<file path="config.mk">
export PLATFORM = sky130hd
export DESIGN_NAME = pipelined_addsub
export DESIGN_NICKNAME = d
export VERILOG_FILES = /design/src/rtl/pipelined_addsub_pkg.sv /design/src/rtl/addsub_slice.sv /design/src/rtl/pipelined_addsub.sv
export SDC_FILE = /design/constraint.sdc
export NUM_CORES = 1
export LEC_CHECK = 0
export CAP_MARGIN = 20
export CORE_ASPECT_RATIO = 0.8
export CORE_MARGIN = 5
export CORE_UTILIZATION = 24
export CTS_BUF_LIST = sky130_fd_sc_hd__clkbuf_4
export DETAILED_ROUTE_END_ITERATION = 10
export PLACE_DENSITY = 0.53
export SLEW_MARGIN = 20
export SYNTH_ARGS = -nofsm -noshare
export SYNTH_HDL_FRONTEND = slang
export SYNTH_SLANG_ARGS = --single-unit
export TNS_END_PERCENT = 50
</file>
<file path="constraint.sdc">
create_clock -name clk -period 8 [get_ports clk]
set_input_delay 1.2 -clock clk [delete_from_list [all_inputs] [get_ports clk]]
set_output_delay 1.2 -clock clk [all_outputs]
set_load 0.03 [all_outputs]
</file>
<file path="src/rtl/pipelined_addsub_pkg.sv">
// Shared constants for the pipelined add/subtract unit and the ALU status bus.
package pipelined_addsub_pkg;

  localparam int ADDER_WIDTH  = 64;
  localparam int ADDER_STAGES = 4;

  localparam int FLAG_C    = 0;
  localparam int FLAG_V    = 1;
  localparam int FLAG_Z    = 2;
  localparam int NUM_FLAGS = 3;

  typedef logic [NUM_FLAGS-1:0] flags_t;

endpackage : pipelined_addsub_pkg

</file>
<file path="src/rtl/addsub_slice.sv">
// Combinational W-bit carry-ripple adder slice; one instance per pipeline stage.
module addsub_slice #(
  parameter int W = 16
) (
  input  logic [W-1:0] a_i,
  input  logic [W-1:0] b_i,
  input  logic         cin_i,
  output logic [W-1:0] s_o,
  output logic         cout_o
);

  logic [W:0] carry;

  // NOTE: every variable written in an always_comb gets a default first, so no path can infer a latch.
  always_comb begin
    carry    = '0;
    s_o      = '0;
    carry[0] = cin_i;
    for (int i = 0; i < W; i++) begin
      s_o[i]       = a_i[i] ^ b_i[i] ^ carry[i];
      carry[i + 1] = (a_i[i] & b_i[i]) | (carry[i] & (a_i[i] ^ b_i[i]));
    end
  end

  assign cout_o = carry[W];

endmodule : addsub_slice

</file>
<file path="src/rtl/pipelined_addsub.sv">
// Pipelined add/subtract unit: STAGES registered ripple slices with a global
// advance enable, carry/overflow/zero flags and valid/ready back-pressure.
module pipelined_addsub
  import pipelined_addsub_pkg::*;
#(
  parameter int WIDTH  = ADDER_WIDTH,
  parameter int STAGES = ADDER_STAGES
) (
  input  logic             clk,
  input  logic             rst,
  input  logic             in_valid,
  output logic             in_ready,
  input  logic [WIDTH-1:0] a,
  input  logic [WIDTH-1:0] b,
  input  logic             cin,
  input  logic             sub,
  output logic             out_valid,
  input  logic             out_ready,
  output logic [WIDTH-1:0] sum,
  output logic             cout,
  output logic             ovf,
  output logic             zero
);

  localparam int W    = WIDTH / STAGES;
  localparam int MSB  = WIDTH - 1;
  localparam int NREG = (STAGES > 1) ? STAGES - 1 : 1;

  logic                          adv;
  logic                          last_vin;
  logic [STAGES-1:0]             valid_q;

  // Operands, partial sum and carry as seen at the input of each slice.
  logic [STAGES-1:0][WIDTH-1:0]  op_a, op_b, op_s, s_nxt;
  logic [STAGES-1:0]             op_c;
  logic [STAGES-1:0][W-1:0]      slice_s;
  logic [STAGES-1:0]             slice_c;

  logic [NREG-1:0][WIDTH-1:0]    a_q, b_q, s_q;
  logic [NREG-1:0]               c_q;

  logic [WIDTH-1:0]              sum_d, sum_q;
  flags_t                        flags_d, flags_q;

  assign adv       = !out_valid || out_ready;
  assign in_ready  = adv || rst;
  assign out_valid = valid_q[STAGES-1];

  for (genvar k = 0; k < STAGES; k++) begin : g_stage
    if (k == 0) begin : g_entry
      assign op_a[0] = a;
      assign op_b[0] = sub ? ~b : b;
      assign op_c[0] = sub ? 1'b1 : cin;
      assign op_s[0] = '0;
    end else begin : g_fwd
      assign op_a[k] = a_q[k-1];
      assign op_b[k] = b_q[k-1];
      assign op_c[k] = c_q[k-1];
      assign op_s[k] = s_q[k-1];
    end

    addsub_slice #(.W(W)) u_slice (
      .a_i    (op_a[k][k*W +: W]),
      .b_i    (op_b[k][k*W +: W]),
      .cin_i  (op_c[k]),
      .s_o    (slice_s[k]),
      .cout_o (slice_c[k])
    );

    // Bits above the current slice are still zero, so OR merges the new slice in.
    assign s_nxt[k] = op_s[k] | (WIDTH'(slice_s[k]) << (k * W));
  end

  if (STAGES == 1) begin : g_last_in
    assign last_vin = in_valid;
  end else begin : g_last_pipe
    assign last_vin = valid_q[STAGES-2];

    // NOTE: datapath registers are not reset; the valid bits alone decide what is live.
    always_ff @(posedge clk) begin
      if (adv) begin
        for (int k = 0; k < STAGES - 1; k++) begin
          a_q[k] <= op_a[k];
          b_q[k] <= op_b[k];
          s_q[k] <= s_nxt[k];
          c_q[k] <= slice_c[k];
        end
      end
    end
  end

  // NOTE: sequential state uses non-blocking assignments so every stage samples pre-edge values.
  always_ff @(posedge clk) begin
    if (rst) begin
      valid_q <= '0;
    end else if (adv) begin
      valid_q[0] <= in_valid;
      for (int k = 1; k < STAGES; k++) begin
        valid_q[k] <= valid_q[k-1];
      end
    end
  end

  always_comb begin
    sum_d           = s_nxt[STAGES-1];
    flags_d         = '0;
    flags_d[FLAG_C] = slice_c[STAGES-1];
    flags_d[FLAG_V] = (op_a[STAGES-1][MSB] == op_b[STAGES-1][MSB]) &&
                      (sum_d[MSB] != op_a[STAGES-1][MSB]);
    flags_d[FLAG_Z] = (sum_d == '0);
  end

  // Result and flags are captured together and held while the consumer stalls.
  always_ff @(posedge clk) begin
    if (rst) begin
      sum_q   <= '0;
      flags_q <= '0;
    end else if (adv && last_vin) begin
      sum_q   <= sum_d;
      flags_q <= flags_d;
    end
  end

  assign sum  = sum_q;
  assign cout = flags_q[FLAG_C];
  assign ovf  = flags_q[FLAG_V];
  assign zero = flags_q[FLAG_Z];

endmodule : pipelined_addsub

</file>
# [After elaboration in Yosys (flattened, before gate mapping)]
# Index checks and enable logic that the tools add are counted.
# Widths: inputs -> output; s select.
[classes] n_shift=0 order_cmp=0 muxes=2 bitwise=324 n_eq_ne=2 mul=0 n_reduce_logical=6 addsub=0 div_mod_pow=0
[ops] op="$and 1x1->1" n=128
[ops] op="$xor 1x1->1" n=128
[ops] op="$logic_not 64->1" n=1
[ops] op="$mux 64" n=1
[ops] op="$not 64->64" n=1
[ops] op="$or 1x1->1" n=64
[ops] op="$or 64x48->64" n=1
[ops] op="$or 64x64->64" n=1
[ops] op="$or 16x32->32" n=1
[ops] op="$logic_and 1x1->1" n=2
[ops] op="$logic_or 1x1->1" n=2
[ops] op="$eq 1x1->1" n=1
[ops] op="$logic_not 1->1" n=1
[ops] op="$mux 1" n=1
[ops] op="$ne 1x1->1" n=1
[word_totals] input_bits=134 regBits=602 latchBits=0 memories=0 rom_bits=0 output_inout_bits=69 ramBits=0

# [Logic depth before layout (Yosys ltp)]
# Gate-level depths: netlist (run 1).
[logic_depth] word_depth=35 mapped_depth=25

# [Hierarchy]
# Synthesis (run 1) repeated with hierarchy kept, for this count alone.
[unflattened] cells_unflattened=801 area_unflattened_um2=13410.4
[by_module_without_submodules] mod="pipelined_addsub" cells_per_inst=697 seq_area_each_um2=10159.7 area_per_inst_um2=11979.0 instances=1
[by_module_without_submodules] mod="addsub_slice" cells_per_inst=26 seq_area_each_um2=0.0 area_per_inst_um2=357.8 instances=4

# [Least setup slack after synthesis (run 1)]
# No wires, ideal clock.
[synth_timing] path_type="input-to-reg" from="in sub" to="reg s_q (netlist bit op_s[79]), data pin" path_stages=21 setup_slack_ns=-0.541 arrival_ns=8.272 cell_sequence="clkbuf_1 -> buf_2 -> xor2_1 -> fa_1 -> fa_1 -> inv_1 -> fa_1 -> fa_1 -> fa_1 -> fa_1 -> fa_1 -> fa_1 -> fa_1 -> fa_1 -> fa_1 -> fa_1 -> fa_1 -> fa_1 -> fa_1 -> inv_1 -> fa_1"
[synth_via] elab_chain_cells=33 word_cells_on_any_way=64
[synth_lines] item="from (decl)" line_no="pipelined_addsub.sv:16" rtl="input logic sub,"
[synth_lines] item="$mux 64" line_no="pipelined_addsub.sv:52" rtl="assign op_b[0] = sub ? ~b : b;"
[synth_lines] item="$xor 1x1->1" line_no="addsub_slice.sv:21" rtl="carry[i + 1] = (a_i[i] & b_i[i]) | (carry[i] & (a_i[i] ^ b_i[i]));"
[synth_lines] item="$and 1x1->1" line_no="addsub_slice.sv:21"
[synth_lines] item="$or 1x1->1" line_no="addsub_slice.sv:21"
[synth_lines] item="$and 1x1->1" line_no="addsub_slice.sv:21"
[synth_lines] item="$or 1x1->1" line_no="addsub_slice.sv:21"
[synth_lines] item="$and 1x1->1" line_no="addsub_slice.sv:21"
[synth_lines] item="$or 1x1->1" line_no="addsub_slice.sv:21"
[synth_lines] item="[18 not listed]"
[synth_lines] item="$and 1x1->1" line_no="addsub_slice.sv:21"
[synth_lines] item="$or 1x1->1" line_no="addsub_slice.sv:21"
[synth_lines] item="$and 1x1->1" line_no="addsub_slice.sv:21"
[synth_lines] item="$or 1x1->1" line_no="addsub_slice.sv:21"
[synth_lines] item="$and 1x1->1" line_no="addsub_slice.sv:21"
[synth_lines] item="$or 1x1->1" line_no="addsub_slice.sv:21"
[synth_lines] item="$xor 1x1->1 (*)" line_no="addsub_slice.sv:20" rtl="s_o[i] = a_i[i] ^ b_i[i] ^ carry[i];"
[synth_lines] item="via g_stage[0].u_slice.s_o[15]" line_no="addsub_slice.sv:8" rtl="output logic [W-1:0] s_o,"
[synth_lines] item="to (signal, indexed assignment)" line_no="pipelined_addsub.sv:85" rtl="s_q[k] <= s_nxt[k];"
[synth_lines] item="to (decl)" line_no="pipelined_addsub.sv:39" rtl="logic [NREG-1:0][WIDTH-1:0] a_q, b_q, s_q;"
# The timed path passes the listed nets; every way through them passes the cells marked *.
# A chain may end at the register's enable or synchronous reset.

# [Final worst setup path (run 1)]
[layout_timing] from="in b[0]" to="reg s_q (netlist bit op_s[79]), data pin"
[layout_via] elab_chain_cells=34 word_cells_on_any_way=35
[layout_lines] item="from (decl)" line_no="pipelined_addsub.sv:14" rtl="input logic [WIDTH-1:0] b,"
[layout_lines] item="$not 64->64" line_no="pipelined_addsub.sv:52"
[layout_lines] item="$mux 64 (*)" line_no="pipelined_addsub.sv:52"
[layout_lines] item="$xor 1x1->1" line_no="addsub_slice.sv:21"
[layout_lines] item="$and 1x1->1" line_no="addsub_slice.sv:21"
[layout_lines] item="$or 1x1->1 (*)" line_no="addsub_slice.sv:21"
[layout_lines] item="$and 1x1->1 (*)" line_no="addsub_slice.sv:21"
[layout_lines] item="$or 1x1->1 (*)" line_no="addsub_slice.sv:21"
[layout_lines] item="$and 1x1->1 (*)" line_no="addsub_slice.sv:21"
[layout_lines] item="[19 not listed]"
[layout_lines] item="$and 1x1->1 (*)" line_no="addsub_slice.sv:21"
[layout_lines] item="$or 1x1->1 (*)" line_no="addsub_slice.sv:21"
[layout_lines] item="$and 1x1->1 (*)" line_no="addsub_slice.sv:21"
[layout_lines] item="$or 1x1->1 (*)" line_no="addsub_slice.sv:21"
[layout_lines] item="$and 1x1->1 (*)" line_no="addsub_slice.sv:21"
[layout_lines] item="$or 1x1->1 (*)" line_no="addsub_slice.sv:21"
[layout_lines] item="$xor 1x1->1 (*)" line_no="addsub_slice.sv:20"
[layout_lines] item="via g_stage[0].u_slice.s_o[15]" line_no="addsub_slice.sv:8"
# Marked as above.

==> reports/results.tsv, run 1 <==
metric	value	unit
cts.clk_slew.worst_paths	70	ps
clockBufferDepth	3	
via_per_inst	3.774	
fmax	131.2	MHz
yosys-top-cells-area	edfxtp_1 65%, dfxtp_1 11%, fa_1 9.5%	
post_cts_buffers	0	
htree_levels	3	
finalSetupViolCount	0	
clock_latency	780	ps
detailedPlace.worstSlack	-453.1	ps
postRouteWirelength	29690	µm
cts-root-buf	clkbuf_4	
total_power	4.486	mW
cts_hold_buf	0	
cp.arrival	8140	ps
hold_class	reg2reg	
maxCapViolCount	0	
rrSetupSlack	740	ps
worst_pin_slew	1084	ps
fin_nets	1294	
drc	0	
cts_made_buffers	94	
synth.cell_area	13500	µm²
synth_most_common_cell	edfxtp_1	
die_w	275.1	µm
synth_edf_count	291	
leakage	6.445	nW
coreArea	55490	µm²
cp_slowest_cell	clkdlybuf4s50_1	
placementRows	77	
period_share	0.9526	
cp_max_fo	1	
rsz0062_at_grt	no	
dp_hpwl	19790	µm
die_h	222.1	µm
async_flop_share	0	
ys_seq_area_frac	0.7528	
min_period	7621	ps
fin_hold_ws	408.2	ps
slew-limit-headroom	0.2706	
ir_drop	86.25	µV
dr.pass1.iters	4	
p_per_area	254.2	nW/µm²
synth_top_area_frac	0.6475	
fin_worst_skew	36.21	ps
critical_path.startpoint_type	primary input	
cts_resized	0	
start_util	0.2432	
drv_slew	0	
ys_warn_count	0	
cts_tree	yes	
cts_sinks	362	
final_area	17650	µm²
grt_remaining_overflow	0	
slowest_delay	500	ps
drive_gt1_frac	0.1414	
stdcell_count	1927	
io_buffers	202	
drt_iter0_markers	289	
timing.critical_path.mode_cell	fa_1	
grt_max_degree	80	
worst_setup_path_end_kind	register	
synth-seq-cells	362	
critPathRequiredTime	8520	ps
yosysTopAreaCell	edfxtp_1	
antenna_violating_nets_post_route	0	
grt_pass1_wl	45330	µm
post_dp_cell_area	16390	µm²
synth_ff_type	edfxtp_1	
status	finished clean	
crit_chain	clkdlybuf4s50_1 -> xor2_2 -> fa_2 -> fa_1 -> inv_1 -> fa_1 -> fa_2 -> fa_1 -> fa_1 -> fa_1 -> fa_1 -> fa_1 -> fa_2 -> fa_2 -> fa_2 -> fa_2 -> fa_2 -> fa_1 -> inv_1 -> fa_1	
syn2layout_area_growth	30.77	%
worst_slack	379.0	ps
synth.avg_cell_area	16.48	µm²
wire_per_inst	15.41	µm
ys_top_cells_by_count	291 x edfxtp_1, 125 x nand2_1, 71 x dfxtp_1, 66 x a21oi_1, 64 x fa_1	
antenna_found_initial	3	
grt_pass1_vias	7928	
ys_types	28	
grtUsageTotal	0.09856	
synthCells	819	
final_hold_viol_count	0	
syn-num-nets	1018	
io_pins	203	
num_vias	7273	
dp_cells	1749	
place.gp.congestion	0.7297	
critPathKind	in2reg	
die_area	61100	µm²
[where the power goes]
part	switching [mW]	total, mW	internal, mW
logic	0.202	0.394	0.192
registers	0.122	2.47	2.35
clock network	0.739	1.62	0.882
total	1.06	4.49	3.42
[sequential cells by signal (all words and copies together), names as in the netlist]
register and flops:
a_q 96, b_q 96, c_q 3, flags_q 3, op_s 96, sum 64
valid_q 4
[metrics by stage]
stage | TNS (ps) | utilization
2_1_floorplan | 0 | -
3_3_place_gp | -405.3 | 0.2953
3_5_place_dp | -619.6 | 0.2953
4_1_cts | 0 | 0.3179
5_1_grt | 0 | 0.3180
6_report | 0 | 0.3180
[worst max-delay path, delay by kind of cell]
kind / cells / cell delay, ps
adder cells (fa/ha/maj): 16 / 6090
buffers and inverters: 3 / 660
XOR/XNOR: 1 / 180
[logic make-up (layout without fill, tap and decap cells)]
kind of cell,after synthesis,after routing,synth area share
buffers and inverters,92,447,0.02939
muxes,3,3,0.002225
adders and majority gates,65,65,0.09586
DFF,362,362,0.7528
xor gates and xnor gates,65,65,0.04218
and+or+nand+nor,164,164,0.05210
other,0,3,0
AOI/OAI and AO/OA,68,68,0.02540
[worst paths after layout]
check | to | startpoint | cells past startpoint
setup / recovery | op_s[79] | b[0] | 20
hold / removal | a_q[100] | a_q[36] | 0
setup reg to reg | flags_q[2] | a_q[176] | 24
hold reg to reg | a_q[100] | a_q[36] | 0
[cell usage in the layout, fill, tap and decap left out, drive strengths merged, types with 5 or more instances in the layout]
| master | n |
|---|---|
| a21oi | 66 |
| buf | 10 |
| xor2 | 52 |
| nand4 | 5 |
| clkdlybuf4s50 | 200 |
| xnor2 | 13 |
| fa | 64 |
| clkbuf | 136 |
| nand2b | 5 |
| edfxtp | 291 |
| nor4 | 13 |
| inv | 63 |
| dfxtp | 71 |
| nor2 | 8 |
| clkinv | 35 |
| nand2 | 125 |
[layout make-up]
class                   instances  area [µm²]
well taps                     750       938.4
inverters                      62       232.7
clock buffers                 136        1021
flip-flops and latches        362       10160
clock inverters                39       230.2
diodes                          3       7.507
multi-input cells             365        2982
fillers                      5580       37850
repair buffers                210        2077
[routing by layer]
metal,GRT usage,part of all wire,up-vias
met2,0.1496,0.47,186
met4,0.04629,0.025,0
met5,0,0,-
li1,-,-,3451
met3,0.03765,0.069,46
met1,0.1242,0.44,3590
(Power assumes the default switching activity.)
==> run 2: changes to the inputs <==
--- a/config.mk
+++ b/config.mk
@@ -8,12 +8,13 @@
 export CAP_MARGIN = 20
 export CORE_ASPECT_RATIO = 0.8
 export CORE_MARGIN = 5
-export CORE_UTILIZATION = 24
+export CORE_UTILIZATION = 46
 export CTS_BUF_LIST = sky130_fd_sc_hd__clkbuf_4
 export DETAILED_ROUTE_END_ITERATION = 10
-export PLACE_DENSITY = 0.53
+export MAX_ROUTING_LAYER = met4
+export PLACE_DENSITY = 0.82
 export SLEW_MARGIN = 20
 export SYNTH_ARGS = -nofsm -noshare
 export SYNTH_HDL_FRONTEND = slang
 export SYNTH_SLANG_ARGS = --single-unit
-export TNS_END_PERCENT = 50
+export TNS_END_PERCENT = 10
==> reports/results.tsv, run 2 (synthesis results as in run 1) <==
metric	value	unit
final_cell_mix	291 x edfxtp_1, 200 x clkdlybuf4s50_1, 128 x clkbuf_4	
gr-usage-met1	0.1940	
critical-path-top-delay-family	adder cells	
clock_latency	690	ps
die_w	201.5	µm
critical_path.startpoint_type	primary input	
grt_remaining_overflow	0	
post_cts_buffers	0	
final_hold_viol_count	0	
via_per_inst	4.729	
seq_area	10160	µm²
cts_tree	yes	
drt_iter0_markers	369	
grt_pass1_wl	40180	µm
fin_nets	1290	
dp_hpwl	17320	µm
multi_input_area	2975	µm²
grt_pass1_vias	7709	
rsz0062_at_grt	no	
drv_slew	0	
final_area	17130	µm²
worst_setup_path_end_kind	register	
fin_worst_skew	45.93	ps
hold_class	reg2reg	
placementRows	56	
worst_pin_slew	991.6	ps
start_util	0.4630	
io_pins	203	
leakage	6.427	nW
critPathKind	in2reg	
rrSetupSlack	860	ps
die_area	32880	µm²
place.gp.congestion	0.8251	
gr-usage-met3	0.03910	
cp_max_fo	2	
grtUsageTotal	0.1617	
worst_slack	144.8	ps
total_power	4.419	mW
p_per_area	258.0	nW/µm²
clockBufferDepth	3	
dr.pass1.iters	4	
slew-limit-headroom	0.3389	
final_common_cell	edfxtp_1	
maxCapViolCount	0	
detailedPlace.worstSlack	-501.6	ps
finalSetupViolCount	0	
grt_max_degree	187	
min_period	7855	ps
wire_per_inst	16.65	µm
crit_buf_inv	3	
io_buffers	202	
drc	0	
fin_hold_ws	403.6	ps
htree_levels	3	
fmax	127.3	MHz
critPathRequiredTime	8400	ps
period_share	0.9819	
antenna_violating_nets_post_route	0	
cts_sinks	362	
dp_cells	1376	
grt_util_met2	0.2616	
cts_hold_buf	0	
crit_chain	clkdlybuf4s50_1 -> xor2_2 -> fa_2 -> fa_1 -> inv_1 -> fa_1 -> fa_2 -> fa_1 -> fa_1 -> fa_1 -> fa_1 -> fa_1 -> fa_2 -> fa_2 -> fa_2 -> fa_2 -> fa_2 -> fa_1 -> inv_1 -> fa_1	
slowest_delay	550	ps
cts-root-buf	clkbuf_4	
antenna_found_initial	3	
coreArea	29150	µm²
cp_slowest_cell	clkdlybuf4s50_1	
stdcell_count	1533	
postRouteWirelength	25520	µm
num_vias	7249	
top_usage_layer	met2	
post_dp_cell_area	15930	µm²
timing.critical_path.mode_cell	fa_1	
drive_gt1_frac	0.1430	
cts_resized	0	
ir_drop	117.1	µV
setup_tns	0	ps
die_h	163.2	µm
cts_made_buffers	89	
status	finished clean	
cp.arrival	8250	ps
syn2layout_area_growth	26.91	%
final_util	0.5876	
cts.clk_slew.worst_paths	80	ps
fillers	2235	
-- run 2: cell types whose count changed in the layout (fill, tap and decap cells not counted), sizes merged --
cell	previous run	this run
clkinv	35	21
clkbuf	136	128
buf	10	11
bufinv	3	4
diode	3	2
-- run 2: worst paths after layout --
kind,start,endpoint,depth (start not counted)
max,b[0],op_s[79],20
min,op_s[74],op_s[138],0
max reg2reg,a_q[176],flags_q[2],24
min reg2reg,op_s[74],op_s[138],0
-- run 2: power by group --
part,internal (mW),leakage (nW),switching (mW)
Combinational,0.192,2.08,0.196
Clock,0.865,0.704,0.696
Sequential,2.35,3.65,0.121
-- run 2: cell type report --
class	count	share of cell area
Sequential cell	362	0.5932
Multi-Input combinational cell	365	0.1737
Timing Repair Buffer	211	0.1230
Clock buffer	128	0.05611
Tap cell	377	0.02754
Inverter	62	0.01359
Clock inverter	26	0.01249
Antenna cell	2	0.0002922
-- run 2: layer usage --
layer / share of wire / vias to the layer above
li1: - / 3424
met1: 0.41 / 3544
met2: 0.51 / 217
met3: 0.048 / 64
met4: 0.037 / 0
met5: 0 / -
==> run 3: changes to the inputs <==
--- a/config.mk
+++ b/config.mk
@@ -6,13 +6,14 @@
 export NUM_CORES = 1
 export LEC_CHECK = 0
 export CAP_MARGIN = 20
-export CORE_ASPECT_RATIO = 0.8
-export CORE_MARGIN = 5
+export CORE_ASPECT_RATIO = 0.7
+export CORE_MARGIN = 8
 export CORE_UTILIZATION = 46
 export CTS_BUF_LIST = sky130_fd_sc_hd__clkbuf_4
 export DETAILED_ROUTE_END_ITERATION = 10
 export MAX_ROUTING_LAYER = met4
 export PLACE_DENSITY = 0.82
+export RECOVER_POWER = 25
 export SLEW_MARGIN = 20
 export SYNTH_ARGS = -nofsm -noshare
 export SYNTH_HDL_FRONTEND = slang
==> reports/results.tsv, run 3 (synthesis results as in run 1) <==
metric	value	unit
post_dp_cell_area	15930	µm²
rrSetupSlack	820	ps
maxCapViolCount	0	
dp_hpwl	18440	µm
critical_path.startpoint_type	primary input	
clockBufferDepth	3	
critPathRequiredTime	8420	ps
worst_setup_path_end_kind	register	
start_util	0.4672	
fin_worst_skew	43.10	ps
grt_pass1_vias	7762	
min_period	7738	ps
grtUsageTotal	0.1603	
ir_drop	177.6	µV
worst_pin_slew	956.4	ps
wire_per_inst	17.44	µm
cp_max_fo	2	
reg2reg_to	flags_q[2]	
cp.arrival	8160	ps
num_vias	7260	
fmax	129.2	MHz
rsz0062_at_grt	no	
io_buffers	202	
cts_hold_buf	0	
drc	0	
leakage	6.439	nW
setup_tns	0	ps
seq_area	10160	µm²
drt_iter0_markers	523	
die_w	220.7	µm
via_per_inst	4.714	
drive_gt1_frac	0.1491	
final_hold_viol_count	0	
grt_max_degree	99	
final_cell_mix	291 x edfxtp_1, 164 x clkdlybuf4s50_1, 139 x clkbuf_4	
post_cts_buffers	0	
place.gp.congestion	0.7596	
dp_cells	1379	
cts_resized	0	
die_h	159.3	µm
cts_sinks	362	
fin_nets	1288	
dr.pass1.iters	4	
die_area	35160	µm²
cts_tree	yes	
antenna_violating_nets_post_route	0	
startpoint	b[0]	
hold_depth	0	
syn2layout_area_growth	27.08	%
reg2reg_from	a_q[176]	
finalSetupViolCount	0	
coreArea	28890	µm²
htree_levels	3	
endpoint	op_s[79]	
cts-root-buf	clkbuf_4	
antenna_found_initial	5	
final_common_cell	edfxtp_1	
final_area	17150	µm²
grt_pass1_wl	41750	µm
grt_remaining_overflow	0	
cts.clk_slew.worst_paths	70	ps
io_pins	203	
fillers	2212	
p_per_area	258.8	nW/µm²
placementRows	52	
clock_latency	700	ps
stdcell_count	1540	
period_share	0.9672	
critPathKind	in2reg	
cts_made_buffers	86	
slew-limit-headroom	0.3624	
status	finished clean	
postRouteWirelength	26850	µm
reg2reg_depth	24	
hold_class	reg2reg	
drv_slew	0	
multi_input_area	2980	µm²
-- run 3: changes by cell type in the layout (fill, tap and decap cells not counted), moves of 8 or more --
cell | before | now
clkbuf_4 | 128 | 139
clkdlybuf4s50_1 | 200 | 164
clkinv_2 | 9 | 1
dlygate4sd3_1 | 0 | 36
-- run 3: critical path: stages --
cell and delay, ps:
clkdlybuf4s50_1 500, xor2_2 210, fa_2 270, fa_2 240, inv_1 70, fa_1 430, fa_2 380, fa_1 420
fa_1 420, fa_1 420, fa_1 430, fa_2 380, fa_2 370, fa_2 380, fa_2 380, fa_2 370
fa_2 380, fa_1 390, inv_1 90, fa_1 410
-- run 3: cell type report --
type / instances / area share
timing repair buffer: 212 / 0.1221
inverter: 62 / 0.01357
antenna: 2 / 0.0002918
multi-input combinational: 365 / 0.1738
clock buffer: 139 / 0.06084
tap: 378 / 0.02758
sequential: 362 / 0.5924
clock inverter: 20 / 0.009484
-- run 3: worst min-delay path by stage --
stage | start | end | slack [ps]
after global placement | b_q[118] | b_q[182] | 400
final | b_q[40] | b_q[104] | 400
after detailed placement | b_q[55] | b_q[119] | 400
after CTS | b_q[40] | b_q[104] | 390
after global routing | b_q[38] | b_q[102] | 400
after floorplan | a_q[36] | a_q[100] | 400
-- run 3: per-stage QoR --
step,hold WS [ps],setup WS [ps],power (mW),utilization
floorplan,400.3,25.36,2.675,-
global placement,400.2,-432.9,2.879,0.5515
detailed placement,404.5,-600.7,2.906,0.5515
finish,395.5,262.2,4.438,0.5937
CTS,389.4,188.3,4.514,0.5932
global route,400.8,10.37,4.673,0.5937
-- run 3: layer usage --
layer | global-route usage | share of wire | vias to the layer above
met2 | 0.2525 | 0.49 | 224
met4 | 0.06927 | 0.029 | 0
met3 | 0.04537 | 0.061 | 74
met1 | 0.1918 | 0.42 | 3540
met5 | - | 0 | -
li1 | - | - | 3422
-- run 3: power by group --
part	switching [mW]	internal, mW	total [mW]
registers	0.122	2.35	2.47
clock network	0.698	0.885	1.58
logic	0.195	0.189	0.384
total	1.02	3.42	4.44
